$ cat config.mk
export PLATFORM = sky130hd
export DESIGN_NAME = ps2_key_event_ctrl
export DESIGN_NICKNAME = d
export VERILOG_FILES = /design/src/rtl/ps2_key_event_ctrl.sv
export SDC_FILE = /design/constraint.sdc
export NUM_CORES = 1
export LEC_CHECK = 0
export CAP_MARGIN = 20
export CORE_ASPECT_RATIO = 1.75
export CORE_MARGIN = 10
export CORE_UTILIZATION = 50
export DETAILED_ROUTE_END_ITERATION = 6
export PLACE_DENSITY = 0.66
export SYNTH_ARGS = -nofsm -noshare
export SYNTH_HDL_FRONTEND = slang
export SYNTH_SLANG_ARGS = --single-unit
$ cat constraint.sdc
create_clock -name clk -period 3.4 [get_ports clk]
set_input_delay 0.68 -clock clk [delete_from_list [all_inputs] [get_ports clk]]
set_output_delay 0.68 -clock clk [all_outputs]
set_load 0.01 [all_outputs]
$ cat src/rtl/ps2_key_event_ctrl.sv
// ps2_key_event_ctrl
//   Receives PS/2 keyboard frames and turns them into make/break key events.
//   The raw ps2_clk/ps2_data lines are synchronised, and each 11-bit frame is
//   framed: start, 8 data bits LSB first, odd parity, stop. Frames that fail
//   the checks are rejected. E0/F0 prefixes are merged into the next byte.
//   The resulting events are queued in a first-word fall-through FIFO.
// Ports
//   clk, rst      system clock; synchronous active-high reset
//   ps2_clk       raw keyboard clock (asynchronous)
//   ps2_data      raw keyboard data (asynchronous)
//   ev_valid      FIFO head holds an event
//   ev_ready      consumer accepts the head event
//   ev_code       scan code of the head event (0 when the FIFO is empty)
//   ev_ext        head event had an E0 prefix
//   ev_break      head event had an F0 prefix (key release)
//   ev_count      number of queued events, 0..FIFO_DEPTH
//   frame_err     1-cycle pulse on a parity, stop-bit or timeout error
//   overflow      1-cycle pulse when an event is dropped because the FIFO is full
module ps2_key_event_ctrl #(
    parameter int TIMEOUT_CYC = 200000,
    parameter int FIFO_DEPTH  = 8
) (
    input  logic                          clk,
    input  logic                          rst,
    input  logic                          ps2_clk,
    input  logic                          ps2_data,
    output logic                          ev_valid,
    input  logic                          ev_ready,
    output logic [7:0]                    ev_code,
    output logic                          ev_ext,
    output logic                          ev_break,
    output logic [$clog2(FIFO_DEPTH):0]   ev_count,
    output logic                          frame_err,
    output logic                          overflow
);

    localparam int PTR_W = $clog2(FIFO_DEPTH);
    localparam int CNT_W = PTR_W + 1;
    localparam int TMO_W = $clog2(TIMEOUT_CYC + 1);

    typedef enum logic [1:0] {S_IDLE, S_DATA, S_PARITY, S_STOP} state_e;

    // ------------------------------------------------------------------
    // Input synchroniser and falling-edge detect
    // ------------------------------------------------------------------
    logic clk_s1_q, clk_s2_q, clk_prev_q;
    logic dat_s1_q, dat_s2_q;
    logic fall;

    // NOTE: sequential state is always assigned with <= so every flop samples
    // the pre-edge value of its neighbours; = here would collapse the chain.
    always_ff @(posedge clk) begin
        if (rst) begin
            clk_s1_q   <= 1'b1;
            clk_s2_q   <= 1'b1;
            clk_prev_q <= 1'b1;
            dat_s1_q   <= 1'b1;
            dat_s2_q   <= 1'b1;
        end else begin
            clk_s1_q   <= ps2_clk;
            clk_s2_q   <= clk_s1_q;
            clk_prev_q <= clk_s2_q;
            dat_s1_q   <= ps2_data;
            dat_s2_q   <= dat_s1_q;
        end
    end

    assign fall = clk_prev_q & ~clk_s2_q;

    // ------------------------------------------------------------------
    // Frame FSM with inter-edge timeout
    // ------------------------------------------------------------------
    state_e           state_q;
    logic [7:0]       shift_q;
    logic [2:0]       bit_cnt_q;
    logic             parity_q;
    logic [7:0]       byte_q;
    logic             byte_ok_q;
    logic             frame_err_q;
    logic [TMO_W-1:0] tmo_q;
    logic             tmo_hit;

    // Counts cycles since the last falling edge; only meaningful mid-frame.
    always_ff @(posedge clk) begin
        if (rst || fall || state_q == S_IDLE) begin
            tmo_q <= '0;
        end else begin
            tmo_q <= tmo_q + TMO_W'(1);
        end
    end

    assign tmo_hit = (state_q != S_IDLE) && (tmo_q == TMO_W'(TIMEOUT_CYC));

    always_ff @(posedge clk) begin
        if (rst) begin
            state_q     <= S_IDLE;
            shift_q     <= '0;
            bit_cnt_q   <= '0;
            parity_q    <= 1'b0;
            byte_q      <= '0;
            byte_ok_q   <= 1'b0;
            frame_err_q <= 1'b0;
        end else begin
            byte_ok_q   <= 1'b0;
            frame_err_q <= 1'b0;
            if (tmo_hit) begin
                // Stalled keyboard: drop the partial byte and resync on next start bit.
                state_q     <= S_IDLE;
                shift_q     <= '0;
                bit_cnt_q   <= '0;
                frame_err_q <= 1'b1;
            end else if (fall) begin
                unique case (state_q)
                    S_IDLE: begin
                        if (!dat_s2_q) begin
                            state_q   <= S_DATA;
                            bit_cnt_q <= '0;
                        end
                    end
                    S_DATA: begin
                        shift_q <= {dat_s2_q, shift_q[7:1]};
                        if (bit_cnt_q == 3'd7) begin
                            state_q <= S_PARITY;
                        end
                        bit_cnt_q <= bit_cnt_q + 3'd1;
                    end
                    S_PARITY: begin
                        parity_q <= dat_s2_q;
                        state_q  <= S_STOP;
                    end
                    S_STOP: begin
                        state_q <= S_IDLE;
                        // Odd parity: data bits plus parity bit must hold an odd number of ones.
                        if (dat_s2_q && (^{shift_q, parity_q})) begin
                            byte_ok_q <= 1'b1;
                            byte_q    <= shift_q;
                        end else begin
                            frame_err_q <= 1'b1;
                        end
                    end
                    default: state_q <= S_IDLE;
                endcase
            end
        end
    end

    // ------------------------------------------------------------------
    // Prefix decoder
    // ------------------------------------------------------------------
    logic ext_q, brk_q;
    logic push_req;

    assign push_req = byte_ok_q && (byte_q != 8'hE0) && (byte_q != 8'hF0);

    always_ff @(posedge clk) begin
        if (rst) begin
            ext_q <= 1'b0;
            brk_q <= 1'b0;
        end else if (byte_ok_q) begin
            if (byte_q == 8'hE0) begin
                ext_q <= 1'b1;
            end else if (byte_q == 8'hF0) begin
                brk_q <= 1'b1;
            end else begin
                // Flags are consumed even if the FIFO drops the event.
                ext_q <= 1'b0;
                brk_q <= 1'b0;
            end
        end
    end

    // ------------------------------------------------------------------
    // Event FIFO, first-word fall-through
    // ------------------------------------------------------------------
    logic [9:0]       mem_q [FIFO_DEPTH];
    logic [PTR_W-1:0] wr_ptr_q, wr_ptr_d;
    logic [PTR_W-1:0] rd_ptr_q, rd_ptr_d;
    logic [CNT_W-1:0] count_q, count_d;
    logic             overflow_q, overflow_d;
    logic             full, pop, push;
    logic [9:0]       head;

    assign full = (count_q == CNT_W'(FIFO_DEPTH));
    assign pop  = ev_valid && ev_ready;
    // A pop in the same cycle frees the slot, so a full FIFO can still accept.
    assign push = push_req && (!full || pop);

    // NOTE: every always_comb output gets a default first so no path leaves it
    // unassigned, which would otherwise infer a latch.
    always_comb begin
        wr_ptr_d   = wr_ptr_q;
        rd_ptr_d   = rd_ptr_q;
        count_d    = count_q;
        overflow_d = push_req && full && !pop;
        if (push) begin
            wr_ptr_d = wr_ptr_q + PTR_W'(1);
        end
        if (pop) begin
            rd_ptr_d = rd_ptr_q + PTR_W'(1);
        end
        if (push && !pop) begin
            count_d = count_q + CNT_W'(1);
        end else if (pop && !push) begin
            count_d = count_q - CNT_W'(1);
        end
    end

    always_ff @(posedge clk) begin
        if (rst) begin
            wr_ptr_q   <= '0;
            rd_ptr_q   <= '0;
            count_q    <= '0;
            overflow_q <= 1'b0;
        end else begin
            wr_ptr_q   <= wr_ptr_d;
            rd_ptr_q   <= rd_ptr_d;
            count_q    <= count_d;
            overflow_q <= overflow_d;
        end
    end

    // NOTE: the storage array has no reset; emptiness is tracked by the
    // pointers/count and the head is masked while empty, so stale data never leaks.
    always_ff @(posedge clk) begin
        if (push) begin
            mem_q[wr_ptr_q] <= {ext_q, brk_q, byte_q};
        end
    end

    assign head      = mem_q[rd_ptr_q];
    assign ev_valid  = (count_q != '0);
    assign ev_ext    = ev_valid ? head[9]   : 1'b0;
    assign ev_break  = ev_valid ? head[8]   : 1'b0;
    assign ev_code   = ev_valid ? head[7:0] : 8'h00;
    assign ev_count  = count_q;
    assign frame_err = frame_err_q;
    assign overflow  = overflow_q;

endmodule

==> metrics.txt <==
cell count after synthesis=429; DRC violations left=0; Final GP Congestion=0.802; post-synthesis async set-or-reset flop share=0%; Leak=2.34 nW; I/O pin cnt=22; total of max-cap violations=0; clock-pin slew on the worst setup and hold paths=0.06 ns; Diodes inserted=0; setup repair bufs after CTS=0; CP Class=reg2out; Worst Setup End Kind=output pin; routed vias/inst=5.41; Reg power frac=44.5%; startpoint types=flip-flop; Buffers & Inverters on Critical Path=2; Port Buffer Count=21; Max VDD drop=0.000388 V; Reg2Reg Depth=12; Worst-Margin Slew=0.666 ns; total power=4.22 mW; post-synthesis sequential area ratio=63.0%; Netlist Area Pre-Place=5810 um^2; count of pins over their slew limit=0; highest-delay cell along the critical path=dfxtp_1; Util after Layout=59.6%; Achievable Freq=311 MHz; Initial Util=50.8%; largest net degree at the start of global routing=38; WP depth=5; Detail Placement HPWL=7250 um; hold_buf cts=0; crit path cell chain=buf_4, mux4_2, mux2i_1, nor2_1, clkdlybuf4s50_1; commonest register cell after synthesis=edfxtp_1; cts repair resizes=0; Hold WC Path Type=reg2reg; list of most frequent post-synthesis cells=80 x edfxtp_1, 63 x dfxtp_1, 54 x nor2_1, 27 x mux2i_1, 20 x mux4_2; clk sinks=143; Vias=3335; placed inst area=6250 um^2; Internal=3.21 mW; crit path max fanout=9; Seq cells post-synth=143; post-synth top area cell=edfxtp_1; syn_nets=448; initial DRC count=169; Clock power frac=41.2%; Tcrit/Tclk final=94.5%; vias in the first global route=3483; Top delay family on crit path=buffers and inverters; synth warn=0; routed wire length=10500 um; DR WL/cell=17.0 um; TritonCTS Buffers=17; most common cell in the synthesized netlist=edfxtp_1; status=finished clean; power density cells=618 nW/um^2; Hold Path Cell Cnt=1; CTS tree=yes; Routed Antenna Nets=0; WP data required=2.72 ns; H-tree depth=4; NumNets Final=488; GR Util All Layers=13.9%; clk_skew=0.0112 ns; Critical Path AT=2.53 ns; Area Growth Syn to Fin=17.5%; switching pwr=1.01 mW; die height=163 um; grt total ovfl=0; slew margin rel.=55.2%; first-pass GRT wire length=17800 um; Switching Share=24.0%; drt first pass iters=4; buffer depth of the longest clock path=2; share of cells above drive strength 1=16.8%; Clock Latency Late Sink=0.41 ns; RSZ-0062 raised after global routing=false; Root Driver=clkbuf_16; multi-input gate area in the final layout=2060 um^2; initial antenna violation count=0; final setup vio count=0; Post-synth EDFFs=80; total core area=11500 um^2; Finished Cell Area=6830 um^2; # rows=52; Final Hold Viols=0; setup tns final=0 ns; Final min period=3.21 ns; Comb pwr share=14.3%; max incr delay on CP=0.56 ns; Syn Area/Cell=13.6 um^2; sequential cell area=3660 um^2; Unique masters post-synth=41; die area=16500 um^2; most area-consuming cells after synthesis=edfxtp_1 41%, dfxtp_1 22%, mux4_2 7.7%; Die X=102 um; number of fill cells=892; post-synth top area share=41.3%
[power groups by stage]
| stage | sequential (mW) | clock [mW] | combinational, mW |
|---|---|---|---|
| floorplan | 1.90 | 0 | 0.333 |
| global placement | 1.91 | 0 | 0.615 |
| detailed placement | 1.91 | 0 | 0.623 |
| CTS | 1.88 | 1.78 | 0.624 |
| global route | 1.88 | 1.85 | 0.664 |
| finish | 1.88 | 1.74 | 0.605 |
[cells by family after synthesis]
family / synth area share (%)
adder cells (fa/ha/maj): 3.14
multiplexers: 12.4
buffers and inverters: 1.98
AO/OA/AOI/OAI: 2.67
XOR/XNOR: 4.61
flip-flops: 63.0
AND/OR/NAND/NOR: 12.2
[sequential cells by signal (all words and copies together) (netlist names), named ones only]
register,flops
clk_s1_q,1
bit_cnt_q,3
state_q,2
frame_err,1
ev_count,4
tmo_q,18
byte_ok_q,1
mem_q,80
dat_s1_q,1
byte_q,8
clk_prev_q,1
shift_q,8
brk_q,1
parity_q,1
ext_q,1
overflow,1
wr_ptr_q,3
rd_ptr_q,3
dat_s2_q,1
clk_s2_q,1
[routing by layer]
metal | vias up | global-route usage [%] | part of all wire [%]
li1 | 1626 | - | -
met1 | 1631 | 14.3 | 38
met2 | 57 | 25.3 | 57
met3 | 21 | 3.57 | 3.2
met4 | 0 | 5.92 | 2.1
met5 | - | 0 | 0
[final cells by class]
cell class / instances / share of cell area (%)
clock buffers: 20 / 6.69
clock inverters: 12 / 1.59
inverters: 13 / 0.714
multi-input cells: 258 / 30.2
flip-flops and latches: 143 / 53.6
well taps: 135 / 2.47
repair buffers: 36 / 4.73
[worst reg2reg max path: cells and delay by family (launching register included)]
kind                     cells  cell delay [ns]
flip-flops                   1             0.45
AND/OR/NAND/NOR              3             1.07
adder cells (fa/ha/maj)      2             0.48
XOR/XNOR                     1             0.09
AO/OA/AOI/OAI                4             0.77
buffers and inverters        2             0.19
[cells in the final DEF, fill, tap and decap left out, types with 3 or more instances in the layout]
cell type and instances:
nand3_1 15, xor2_1 13, a21oi_1 14, nand4_1 3, xnor2_1 15, nor3_1 8, inv_6 3, buf_4 15
and3_1 3, ha_1 13, mux4_2 20, nor4_1 3, nand2_1 18, inv_1 12, dfxtp_1 63, edfxtp_1 80
mux2i_1 27, o21ai_0 3, nand2b_1 17, or3_1 3, nor2_1 54, clkbuf_16 17, or2_2 6, clkdlybuf4s50_1 21
clkinvlp_4 5, clkinv_2 3
[path summary, 6_finish.rpt]
path              startpoint     endpoint  slack, ns
hold reg to reg     dat_s1_q     dat_s2_q       0.41
setup / recovery   flip-flop       ev_ext       0.19
setup reg to reg   byte_q[7]  ev_count[3]       0.30
hold / removal      dat_s1_q     dat_s2_q       0.41
[per-stage QoR]
| step | setup WS (ns) | cells | hold WS (ns) |
|---|---|---|---|
| final | 0.188 | 617 | 0.408 |
| after global routing | 0.0327 | 617 | 0.429 |
| after CTS | 0.113 | 617 | 0.408 |
| after detailed placement | 0.150 | 585 | 0.394 |
| after global placement | 0.246 | 585 | 0.400 |
| after floorplan | 0.475 | 429 | 0.389 |
Note: power is estimated with default switching activity, not from simulation.
